### src/rtl/dispatch_pkg.sv
// Shared definitions for the dispatch credit controller.
//   disp_state_t : recovery FSM states (RUN, SQUASH, RESYNC)
//   nw_f         : width of a per-cycle instruction count, 0..width
//   cw_f         : width of a credit counter able to hold the largest depth
//   DEF_*        : default width/depth parameters
package dispatch_pkg;

    typedef enum logic [1:0] {
        RUN    = 2'd0,
        SQUASH = 2'd1,
        RESYNC = 2'd2
    } disp_state_t;

    localparam int DEF_WIDTH     = 2;
    localparam int DEF_ROB_DEPTH = 32;
    localparam int DEF_RS_DEPTH  = 8;
    localparam int DEF_FL_DEPTH  = 32;

    function automatic int nw_f(input int width);
        return $clog2(width + 1);
    endfunction

    function automatic int cw_f(input int d0, input int d1, input int d2);
        int m;
        m = d0;
        if (d1 > m) m = d1;
        if (d2 > m) m = d2;
        return $clog2(m + 1);
    endfunction

endpackage

### src/rtl/dispatch_credit_ctrl_credit_counter.sv
// Saturating credit counter for one resource (ROB, RS or free list).
// Ports:
//   clock, reset : system clock, synchronous active-high reset
//   upd          : apply cr - sub + add this cycle
//   sub          : credits consumed by dispatch
//   add          : credits returned by the backend
//   load         : overwrite the count with load_val (resync after recovery)
//   load_val     : authoritative free count
//   cr           : current credit count (resets to DEPTH)
//   err          : sticky, set when an update or load leaves 0..DEPTH
module credit_counter
#(
    parameter int DEPTH = 8,
    parameter int NW    = 2,
    parameter int CW    = 4
)(
    input  logic          clock,
    input  logic          reset,
    input  logic          upd,
    input  logic [NW-1:0] sub,
    input  logic [NW-1:0] add,
    input  logic          load,
    input  logic [CW-1:0] load_val,
    output logic [CW-1:0] cr,
    output logic          err
);

    localparam logic [CW-1:0]        DEPTH_U = CW'(DEPTH);
    localparam logic signed [CW+1:0] DEPTH_S = (CW+2)'(DEPTH);

    // Two guard bits: one for the add overshoot, one for the sign.
    logic signed [CW+1:0] nxt;
    assign nxt = $signed({2'b00, cr}) + $signed((CW+2)'(add)) - $signed((CW+2)'(sub));

    always_ff @(posedge clock) begin
        if (reset) begin
            cr  <= DEPTH_U;
            err <= 1'b0;
        end else if (load) begin
            if (load_val > DEPTH_U) begin
                cr  <= DEPTH_U;
                err <= 1'b1;
            end else begin
                cr  <= load_val;
            end
        end else if (upd) begin
            if (nxt[CW+1]) begin
                cr  <= '0;
                err <= 1'b1;
            end else if (nxt > DEPTH_S) begin
                cr  <= DEPTH_U;
                err <= 1'b1;
            end else begin
                cr  <= nxt[CW-1:0];
            end
        end
    end

endmodule

### src/rtl/dispatch_credit_ctrl.sv
// N-way dispatch hazard controller between the instruction buffer and dispatch.
// Grants min(WIDTH, buffer count, ROB/RS/FL credits) each RUN cycle and runs a
// squash/resync sequence on a branch mispredict.
// Ports:
//   clock, reset       : system clock, synchronous active-high reset
//   ib_nIsnBuffer      : valid instructions at buffer head (values > WIDTH act as WIDTH)
//   rob_nRetired       : ROB entries retired this cycle
//   rs_nIssued         : RS entries freed this cycle
//   fl_nFreed          : physical regs returned this cycle
//   br_pred_wrong      : mispredict pulse, starts or restarts recovery
//   rollback_done      : recovery complete, *_free_sync valid
//   rob/rs/fl_free_sync: authoritative free counts loaded at end of RESYNC
//   haz_nDispatched    : instructions dispatched this cycle
//   haz_busy           : registered, high while not in RUN
//   haz_credit_err     : sticky credit over/underflow flag
//
// state  | meaning
// RUN    | normal dispatch, credits track grant and releases
// SQUASH | one cycle after a mispredict, no dispatch, releases ignored
// RESYNC | waiting for rollback_done, then load credits from sync inputs
module dispatch_credit_ctrl
    import dispatch_pkg::*;
#(
    parameter int  WIDTH         = DEF_WIDTH,
    parameter int  ROB_DEPTH     = DEF_ROB_DEPTH,
    parameter int  RS_DEPTH      = DEF_RS_DEPTH,
    parameter int  FL_DEPTH      = DEF_FL_DEPTH,
    parameter bit  RETIRE_BYPASS = 1'b1,
    localparam int NW            = nw_f(WIDTH),
    localparam int CW            = cw_f(ROB_DEPTH, RS_DEPTH, FL_DEPTH)
)(
    input  logic          clock,
    input  logic          reset,
    input  logic [NW-1:0] ib_nIsnBuffer,
    input  logic [NW-1:0] rob_nRetired,
    input  logic [NW-1:0] rs_nIssued,
    input  logic [NW-1:0] fl_nFreed,
    input  logic          br_pred_wrong,
    input  logic          rollback_done,
    input  logic [CW-1:0] rob_free_sync,
    input  logic [CW-1:0] rs_free_sync,
    input  logic [CW-1:0] fl_free_sync,
    output logic [NW-1:0] haz_nDispatched,
    output logic          haz_busy,
    output logic          haz_credit_err
);

    localparam int MW = CW + 1;

    disp_state_t   state;
    logic [CW-1:0] rob_cr, rs_cr, fl_cr;
    logic          rob_err, rs_err, fl_err;

    logic [NW-1:0] ib_eff;
    logic [MW-1:0] ib_ext, rob_av, rs_av, fl_av, lim_a, lim_b, lim;
    logic          dispatch_ok, load_sync;

    assign ib_eff = (int'(ib_nIsnBuffer) > WIDTH) ? NW'(WIDTH) : ib_nIsnBuffer;
    assign ib_ext = MW'(ib_eff);

    // Compared at CW+1 bits so the retire bypass cannot wrap.
    assign rob_av = MW'(rob_cr) + (RETIRE_BYPASS ? MW'(rob_nRetired) : MW'(0));
    assign rs_av  = MW'(rs_cr);
    assign fl_av  = MW'(fl_cr);

    assign lim_a = (ib_ext < rob_av) ? ib_ext : rob_av;
    assign lim_b = (rs_av < fl_av) ? rs_av : fl_av;
    assign lim   = (lim_a < lim_b) ? lim_a : lim_b;

    // A mispredict kills dispatch and the credit update in the same cycle.
    assign dispatch_ok     = (state == RUN) && !br_pred_wrong;
    assign load_sync       = (state == RESYNC) && rollback_done && !br_pred_wrong;
    assign haz_nDispatched = dispatch_ok ? lim[NW-1:0] : '0;
    assign haz_credit_err  = rob_err | rs_err | fl_err;

    always_ff @(posedge clock) begin
        if (reset) begin
            state    <= RUN;
            haz_busy <= 1'b0;
        end else begin
            case (state)
                RUN: begin
                    if (br_pred_wrong) begin
                        state    <= SQUASH;
                        haz_busy <= 1'b1;
                    end
                end
                SQUASH: begin
                    state    <= br_pred_wrong ? SQUASH : RESYNC;
                    haz_busy <= 1'b1;
                end
                RESYNC: begin
                    if (br_pred_wrong) begin
                        state    <= SQUASH;
                        haz_busy <= 1'b1;
                    end else if (rollback_done) begin
                        state    <= RUN;
                        haz_busy <= 1'b0;
                    end
                end
                default: begin
                    state    <= RUN;
                    haz_busy <= 1'b0;
                end
            endcase
        end
    end

    credit_counter #(.DEPTH(ROB_DEPTH), .NW(NW), .CW(CW)) u_rob (
        .clock    (clock),
        .reset    (reset),
        .upd      (dispatch_ok),
        .sub      (haz_nDispatched),
        .add      (rob_nRetired),
        .load     (load_sync),
        .load_val (rob_free_sync),
        .cr       (rob_cr),
        .err      (rob_err)
    );

    credit_counter #(.DEPTH(RS_DEPTH), .NW(NW), .CW(CW)) u_rs (
        .clock    (clock),
        .reset    (reset),
        .upd      (dispatch_ok),
        .sub      (haz_nDispatched),
        .add      (rs_nIssued),
        .load     (load_sync),
        .load_val (rs_free_sync),
        .cr       (rs_cr),
        .err      (rs_err)
    );

    credit_counter #(.DEPTH(FL_DEPTH), .NW(NW), .CW(CW)) u_fl (
        .clock    (clock),
        .reset    (reset),
        .upd      (dispatch_ok),
        .sub      (haz_nDispatched),
        .add      (fl_nFreed),
        .load     (load_sync),
        .load_val (fl_free_sync),
        .cr       (fl_cr),
        .err      (fl_err)
    );

endmodule
### config.mk
export PLATFORM = sky130hd
export DESIGN_NAME = dispatch_credit_ctrl
export DESIGN_NICKNAME = d
export VERILOG_FILES = /design/src/rtl/dispatch_pkg.sv /design/src/rtl/dispatch_credit_ctrl_credit_counter.sv /design/src/rtl/dispatch_credit_ctrl.sv
export SDC_FILE = /design/constraint.sdc
export NUM_CORES = 1
export LEC_CHECK = 0
export ABC_AREA = 1
export BUFFER_PORTS_ARGS = -buffer_cell sky130_fd_sc_hd__buf_2
export CAP_MARGIN = 10
export CORE_ASPECT_RATIO = 0.75
export CORE_MARGIN = 2
export CORE_UTILIZATION = 49
export DETAILED_ROUTE_END_ITERATION = 6
export HOLD_SLACK_MARGIN = 0.06
export PLACE_DENSITY = 0.72
export REMOVE_ABC_BUFFERS = 1
export SLEW_MARGIN = 10
export SYNTH_ARGS = -nofsm -noshare
export SYNTH_HDL_FRONTEND = slang
export SYNTH_SLANG_ARGS = --single-unit
### constraint.sdc
create_clock -name clock -period 4.05 [get_ports clock]
set_clock_uncertainty 0.2 [all_clocks]
set_input_delay 0.2025 -clock clock [delete_from_list [all_inputs] [get_ports clock]]
set_output_delay 0.2025 -clock clock [all_outputs]
set_load 0.03 [all_outputs]
# ---- Word level (Yosys, flattened, before mapping)
# Cells that the tools add are included.
dict set report word_totals {
  output_inout_bits 4
  latch_bits 0
  mem_count 0
  ff_bits 24
  ram_bits 0
  wordCells 91
  in_bits 30
  romBits 0
}
dict set report op_classes {
  n_bitwise 2
  div 0
  addsub 7
  shifts 0
  n_mux 44
  n_reduce_logical 13
  mul 0
  order_cmp 10
  n_eq_ne 7
}
# operator count
set op_table {}
lappend op_table {{6-bit two-way mux} 16}
lappend op_table {{6-bit by 2-bit adder with 7-bit output} 4}
lappend op_table {{8-bit by 3-bit subtractor with 8-bit output} 3}
lappend op_table {{1-bit two-way mux} 18}
lappend op_table {{8-bit by 7-bit > comparator with 1-bit output (second input constant)} 2}
lappend op_table {{2-bit two-way mux} 7}
lappend op_table {{6-bit > comparator (second input constant)} 2}
lappend op_table {{3-bit AND reduction} 3}
lappend op_table {{3-bit nonzero test} 3}
lappend op_table {{8-bit by 5-bit > comparator with 1-bit output (second input constant)} 1}
lappend op_table {{2-bit by 7-bit < comparator with 1-bit output} 1}
lappend op_table {{7-bit by 6-bit < comparator with 1-bit output} 1}
lappend op_table {{7-bit two-way mux} 1}
lappend op_table {{6-bit by 4-bit > comparator with 1-bit output (second input constant)} 1}
lappend op_table {{6-bit < comparator} 1}
lappend op_table {{2-bit by 1-bit inequality test with 1-bit output (second input constant)} 3}
lappend op_table {{2-bit one-hot mux with 3 select lines} 1}
lappend op_table {{1-bit logical AND} 3}
lappend op_table {{3-bit inequality test (second input constant)} 1}
lappend op_table {{1-bit one-hot mux with 3 select lines} 1}
lappend op_table {{2-bit by 1-bit equality test with 1-bit output (second input constant)} 1}
lappend op_table {{2-bit equality test (second input constant)} 1}
lappend op_table {{2-bit > comparator (second input constant)} 1}
lappend op_table {{2-bit logical NOT} 1}
lappend op_table {{5 further kinds} 6}

# ---- Longest topological paths before layout
dict set report logic_depth {
  word_depth 13
  ltp_mapped 34
  mapped_depth_nobuf 34
}

# ---- Modules after synthesis
# Synthesis repeated with hierarchy kept, for this count alone.
dict set report hier_totals {
  cells_unflattened 485
  area_unflattened_um2 3198.1
}
# mod cells_each area_per_inst_um2 seq_area_each_um2 n_inst
set modules_own_cells {}
lappend modules_own_cells {{credit_counter (u_fl ...)} 122 839.6 140.1 2}
lappend modules_own_cells {{credit_counter (u_rs)} 128 845.8 140.1 1}
lappend modules_own_cells {dispatch_credit_ctrl 113 673.1 60.1 1}

# ---- Worst setup path before layout
# No wires, ideal clock.
dict set report synth_path {
  path_type {register -> register}
  from {register u_rob.cr[0]}
  to {register u_rob.cr[3]}
  setup_time_ps 66
  path_stages_with_launch 35
  t_arrival_ps 4673
  period_less_slack_ps 4939
  path_buffers 0
  setup_slack_ps -889
  required_time_ps 3784
  cell_sequence {dfxtp_1 > ha_1 > fa_1 > inv_1 > ha_1 > nand2_1 > nand2_1 > nand2_1 > nor2_1 > nand2_1 > nand2_1 > o21ai_1 > ha_1 > nand2_1 > inv_1 > nand2_1 > nand2_1 > nand2_2 > nand2_2 > nand2_1 > nand2_1 > nor2_1 > ha_1 > inv_1 > fa_1 > inv_1 > nand2_1 > inv_1 > nand2_1 > nand2_1 > o21ai_1 > o21ai_2 > nand2_2 > or2_1 > a21oi_2}
}
dict set report synth_via {
  elab_chain_cells 12
  elab_cells_between_ends 13
  cone_classes {add/sub: 3; order compare: 3; mux: 7}
}
# element line
set synth_lines {}
lappend synth_lines {{start, declared} dispatch_credit_ctrl_credit_counter.sv:24} ;# output logic [CW-1:0] cr,
lappend synth_lines {{start signal, assigned} dispatch_credit_ctrl_credit_counter.sv:44} ;# cr <= load_val;
lappend synth_lines {{start signal, assigned} dispatch_credit_ctrl_credit_counter.sv:54} ;# cr <= nxt[CW-1:0];
lappend synth_lines {{6-bit by 2-bit adder with 7-bit output *} dispatch_credit_ctrl.sv:62} ;# assign rob_av = MW'(rob_cr) + (RETIRE_BYPASS ? MW'(rob_nRetired) : MW'(0));
lappend synth_lines {{2-bit by 7-bit < comparator with 1-bit output} dispatch_credit_ctrl.sv:66} ;# assign lim_a = (ib_ext < rob_av) ? ib_ext : rob_av;
lappend synth_lines {{7-bit two-way mux *} dispatch_credit_ctrl.sv:66}
lappend synth_lines {{7-bit by 6-bit < comparator with 1-bit output} dispatch_credit_ctrl.sv:68} ;# assign lim = (lim_a < lim_b) ? lim_a : lim_b;
lappend synth_lines {{2-bit two-way mux *} dispatch_credit_ctrl.sv:68}
lappend synth_lines {{2-bit two-way mux *} dispatch_credit_ctrl.sv:73} ;# assign haz_nDispatched = dispatch_ok ? lim[NW-1:0] : '0;
lappend synth_lines {{via haz_nDispatched[0]} dispatch_credit_ctrl.sv:43} ;# output logic [NW-1:0] haz_nDispatched,
lappend synth_lines {{8-bit by 3-bit subtractor with 8-bit output *} dispatch_credit_ctrl_credit_counter.sv:33} ;# assign nxt = $signed({2'b00, cr}) + $signed((CW+2)'(add)) - $signed((CW+2)'(sub));
lappend synth_lines {{8-bit by 7-bit > comparator with 1-bit output} dispatch_credit_ctrl_credit_counter.sv:50} ;# end else if (nxt > DEPTH_S) begin
lappend synth_lines {{6-bit two-way mux} dispatch_credit_ctrl_credit_counter.sv:50}
lappend synth_lines {{6-bit two-way mux *} dispatch_credit_ctrl_credit_counter.sv:47} ;# if (nxt[CW+1]) begin
lappend synth_lines {{6-bit two-way mux *} dispatch_credit_ctrl_credit_counter.sv:46} ;# end else if (upd) begin
lappend synth_lines {{6-bit two-way mux *} dispatch_credit_ctrl_credit_counter.sv:39} ;# end else if (load) begin
# Mark *: on every way through the listed nets, which the timed path passes. The rest lies on a longest branch. The select of a mux whose other input is x is not followed.
# A chain may end at the register's enable or synchronous reset.

# ---- Worst setup path in the final report
dict set report layout_path {
  from {register u_rob.cr[0]}
  to {register u_rob.cr[3]}
}
dict set report layout_via {
  elab_chain_cells 12
  elab_cells_between_ends 13
  cone_classes {add/sub: 3; order compare: 3; mux: 7}
}
# element line
set layout_lines {}
lappend layout_lines {{6-bit by 2-bit adder with 7-bit output} {dispatch_credit_ctrl_credit_counter.sv:33, dispatch_credit_ctrl.sv:62}}
lappend layout_lines {{2-bit by 7-bit < comparator with 1-bit output} dispatch_credit_ctrl.sv:66}
lappend layout_lines {{7-bit two-way mux} dispatch_credit_ctrl.sv:66}
lappend layout_lines {{7-bit by 6-bit < comparator with 1-bit output} dispatch_credit_ctrl.sv:68}
lappend layout_lines {{2-bit two-way mux} dispatch_credit_ctrl.sv:68}
lappend layout_lines {{2-bit two-way mux} dispatch_credit_ctrl.sv:73}
lappend layout_lines {{8-bit by 3-bit subtractor with 8-bit output *} dispatch_credit_ctrl_credit_counter.sv:33}
lappend layout_lines {{8-bit by 7-bit > comparator with 1-bit output} dispatch_credit_ctrl_credit_counter.sv:50}
lappend layout_lines {{6-bit two-way mux} dispatch_credit_ctrl_credit_counter.sv:50}
lappend layout_lines {{6-bit two-way mux *} dispatch_credit_ctrl_credit_counter.sv:47}
lappend layout_lines {{6-bit two-way mux *} dispatch_credit_ctrl_credit_counter.sv:46}
lappend layout_lines {{6-bit two-way mux *} dispatch_credit_ctrl_credit_counter.sv:39}
# Every way passes the cells marked *; elsewhere a longest branch is shown, timed or not. The select of a mux whose other input is x is not followed.

==> flow_summary.toml <==
[sta]
fmax_mhz = 219
hold_viol = 0
whs_ns = 0.0936
rsz0062_at_grt = "true"
drv_slew = 0
setup_tns_ns = -7.22
finalCriticalPeriod_ns = 4.56
setup_viol = 19
period_share_pct = 113
slew_headroom_pct = 59.7
worst_slew_pin_slew_ns = 0.603
fin_ws_ns = -0.513

[setup_path]
crit_arrival_ns = 4.57
end_kind = "flop"
max_stage_delay_ns = 0.52
path_class = "flop to flop"
startpoint_type = "flop"
worst_ep_required_time_ns = 4.06
cp_slowest_cell = "fa_1"
path_common_cell = "nand2_2"
crit_fanout = 4

[die]
placeableCoreArea_um2 = 4980
dieArea_um2 = 5880
io-pin-count = 34
core.rowCount = 22
initial_core_util_pct = 51.9
chipWidth_um = 87.9
die_h_um = 66.9

[drt]
detail_route.iter0.violations = 176
drtAntennaViolNets = 0
remaining_drc_errors = 0
wire_per_inst_um = 13.2
wirelength_mm = 7.54
via_per_inst = 5.08
vias = 2898
drt-pass1-iter-count = 4

[place]
numPortBuffers = 33
pre_cts_slack_ns = -0.686
place_congestion = 0.879
hpwl_mm = 5.52

[synthesis]
synth-simple-area-share_pct = 34.0
synthAdderAreaFrac_pct = 15.8
synth_edf_count = 0
synth_cell_types = 39
syn_inst = 401
synth_flop_cell = "dfxtp_1"
synth_top_family_by_area = "simple AND/OR/NAND/NOR gates"
syn_avg_cell_area_um2 = 6.45
synth_area_um2 = 2580
synth-compound-area-share_pct = 14.0
seq_area_frac_synth_pct = 18.6
ys_seq_elements = 24
yosysWarnings = 0
async_flop_share_pct = 0
synthXorXnorAreaFrac_pct = 6.68
synth_mux_area_share_pct = 0

[outcome]
outcome = "finished with violations"
violations = "negative setup slack"

[clocking]
tritoncts = "built"
cts-root-buf = "clkbuf_8"
clk_pin_slew_ns = 0.09
cts_htree_levels = 1
cts_buffers = 3
clockBufferDepth = 2
clk-insertion-delay-late_ns = 0.27
cts_sinks = 24

[min_path]
hp-class = "primary input to flop"

[grt]
antenna_found_initial = 0
grt-ovfl-total = 0
grt_first_pass_wirelength_mm = 12.3
grt_pass1_vias = 2651
track_usage_pct = 27.0
grt_max_degree = 23

[finish]
drive_gt1_share_pct = 36.7
multi_input_area_um2 = 2140
synthToLayoutAreaGrowth_pct = 43.2
regArea_um2 = 484
nets = 559
nFillCells = 394
n_antenna_cell = 0

[job]
drv_cap = 0

[pwr]
p_leak_nw = 1.82
ir_drop_uv = 226
power.density_nw_per_um2 = 353
worst paths after layout:
check / from / endpoint / slack (ns) / depth (start not counted)
setup / recovery: u_rob.cr[0] / u_rob.cr[3] / -0.51 / 32
hold / removal: fl_free_sync[5] / u_fl.cr[5] / 0.09 / 5
setup reg to reg: u_rob.cr[0] / u_rob.cr[3] / -0.51 / 32
hold reg to reg: u_rs.err / u_rs.err / 0.26 / 2
power breakdown:
group	total [mW]	switching [mW]	internal, mW
Clock	0.169	0.0820	0.0869
Combinational	0.856	0.450	0.406
Sequential	0.281	0.0195	0.261
Total	1.31	0.551	0.755
critical path: cells and delay by family (launching register included):
family                     cells  cell delay [ns]
AOI/OAI and AO/OA              4             0.51
buffers and inverters         10             0.90
and+or+nand+nor               13             1.04
DFF                            1             0.37
adders and majority gates      5             1.48
cells by family after synthesis:
group,count (synthesis)
buffers and inverters,72
and+or+nand+nor,192
DFF,24
other,1
xor gates and xnor gates,15
AOI/OAI and AO/OA,68
adders and majority gates,29
routing by layer:
layer  vias up  share of wire, %  GRT usage, %
met5         -                 0             0
met2        88                43          41.7
met4         0               1.4          5.38
li1       1489                 -             -
met1      1310                48          40.7
met3        11               7.2          2.48
flip-flops by register name (all words and copies together), names as in the netlist:
| name | count |
|---|---|
| u_fl.cr | 6 |
| u_rob.cr | 6 |
| u_rob.err | 1 |
| u_rs.err | 1 |
| u_fl.err | 1 |
| u_rs.cr | 6 |
| state | 2 |
| haz_busy | 1 |
per-stage QoR:
step	total power, mW	util [%]	instance area [um^2]	instances
6_report	1.31	74.3	3700	571
5_1_grt	1.40	74.3	3700	571
4_1_cts	1.19	69.9	3480	566
3_5_place_dp	0.933	63.5	3160	548
3_3_place_gp	0.924	63.5	3160	548
2_1_floorplan	0.685	-	2560	397
area by class of cell:
type / count / area share, %
Clock buffer: 4 / 1.49
Multi-Input combinational cell: 308 / 57.9
Inverter: 65 / 6.59
Sequential cell: 24 / 13.1
Timing Repair Buffer: 98 / 18.5
Tap cell: 72 / 2.43
cell usage in the layout (no fill, tap or decap), types with 5 or more instances in the layout:
cell	instances
nand2_1	75
buf_4	54
inv_1	50
buf_2	33
nand3_1	29
nor2_1	26
a21oi_1	26
dfxtp_1	23
o21ai_0	21
nand2_2	18
ha_1	17
inv_2	14
nand4_1	8
nor2_4	7
a21oi_2	7
dlygate4sd3_1	7
nor3_1	5
ha_4	5
synthesized netlist by cell type, drive strengths merged, types with 3 or more instances:
master | number | area (um^2)
a21oi | 33 | 169
a31oi | 3 | 18.8
and2 | 5 | 33.8
clkbuf | 6 | 22.5
dfxtp | 24 | 480
fa | 6 | 120
ha | 23 | 288
inv | 64 | 240
nand2 | 94 | 368
nand3 | 36 | 185
nand4 | 8 | 50.1
nor2 | 36 | 158
nor3 | 7 | 45.0
o21ai | 28 | 144
xnor2 | 7 | 68.8
xor2 | 8 | 104
repair_timing:
action | 4_1_cts | 5_1_grt
buffers inserted | 7 | 5
hold buffers | 7 | 0
resized for setup | 36 | 41
setup endpoints to repair | 19 | 20
pin swaps | 23 | 24
endpoints found under the hold margin | 12 | 0
Power figures use the tool's default switching activity.
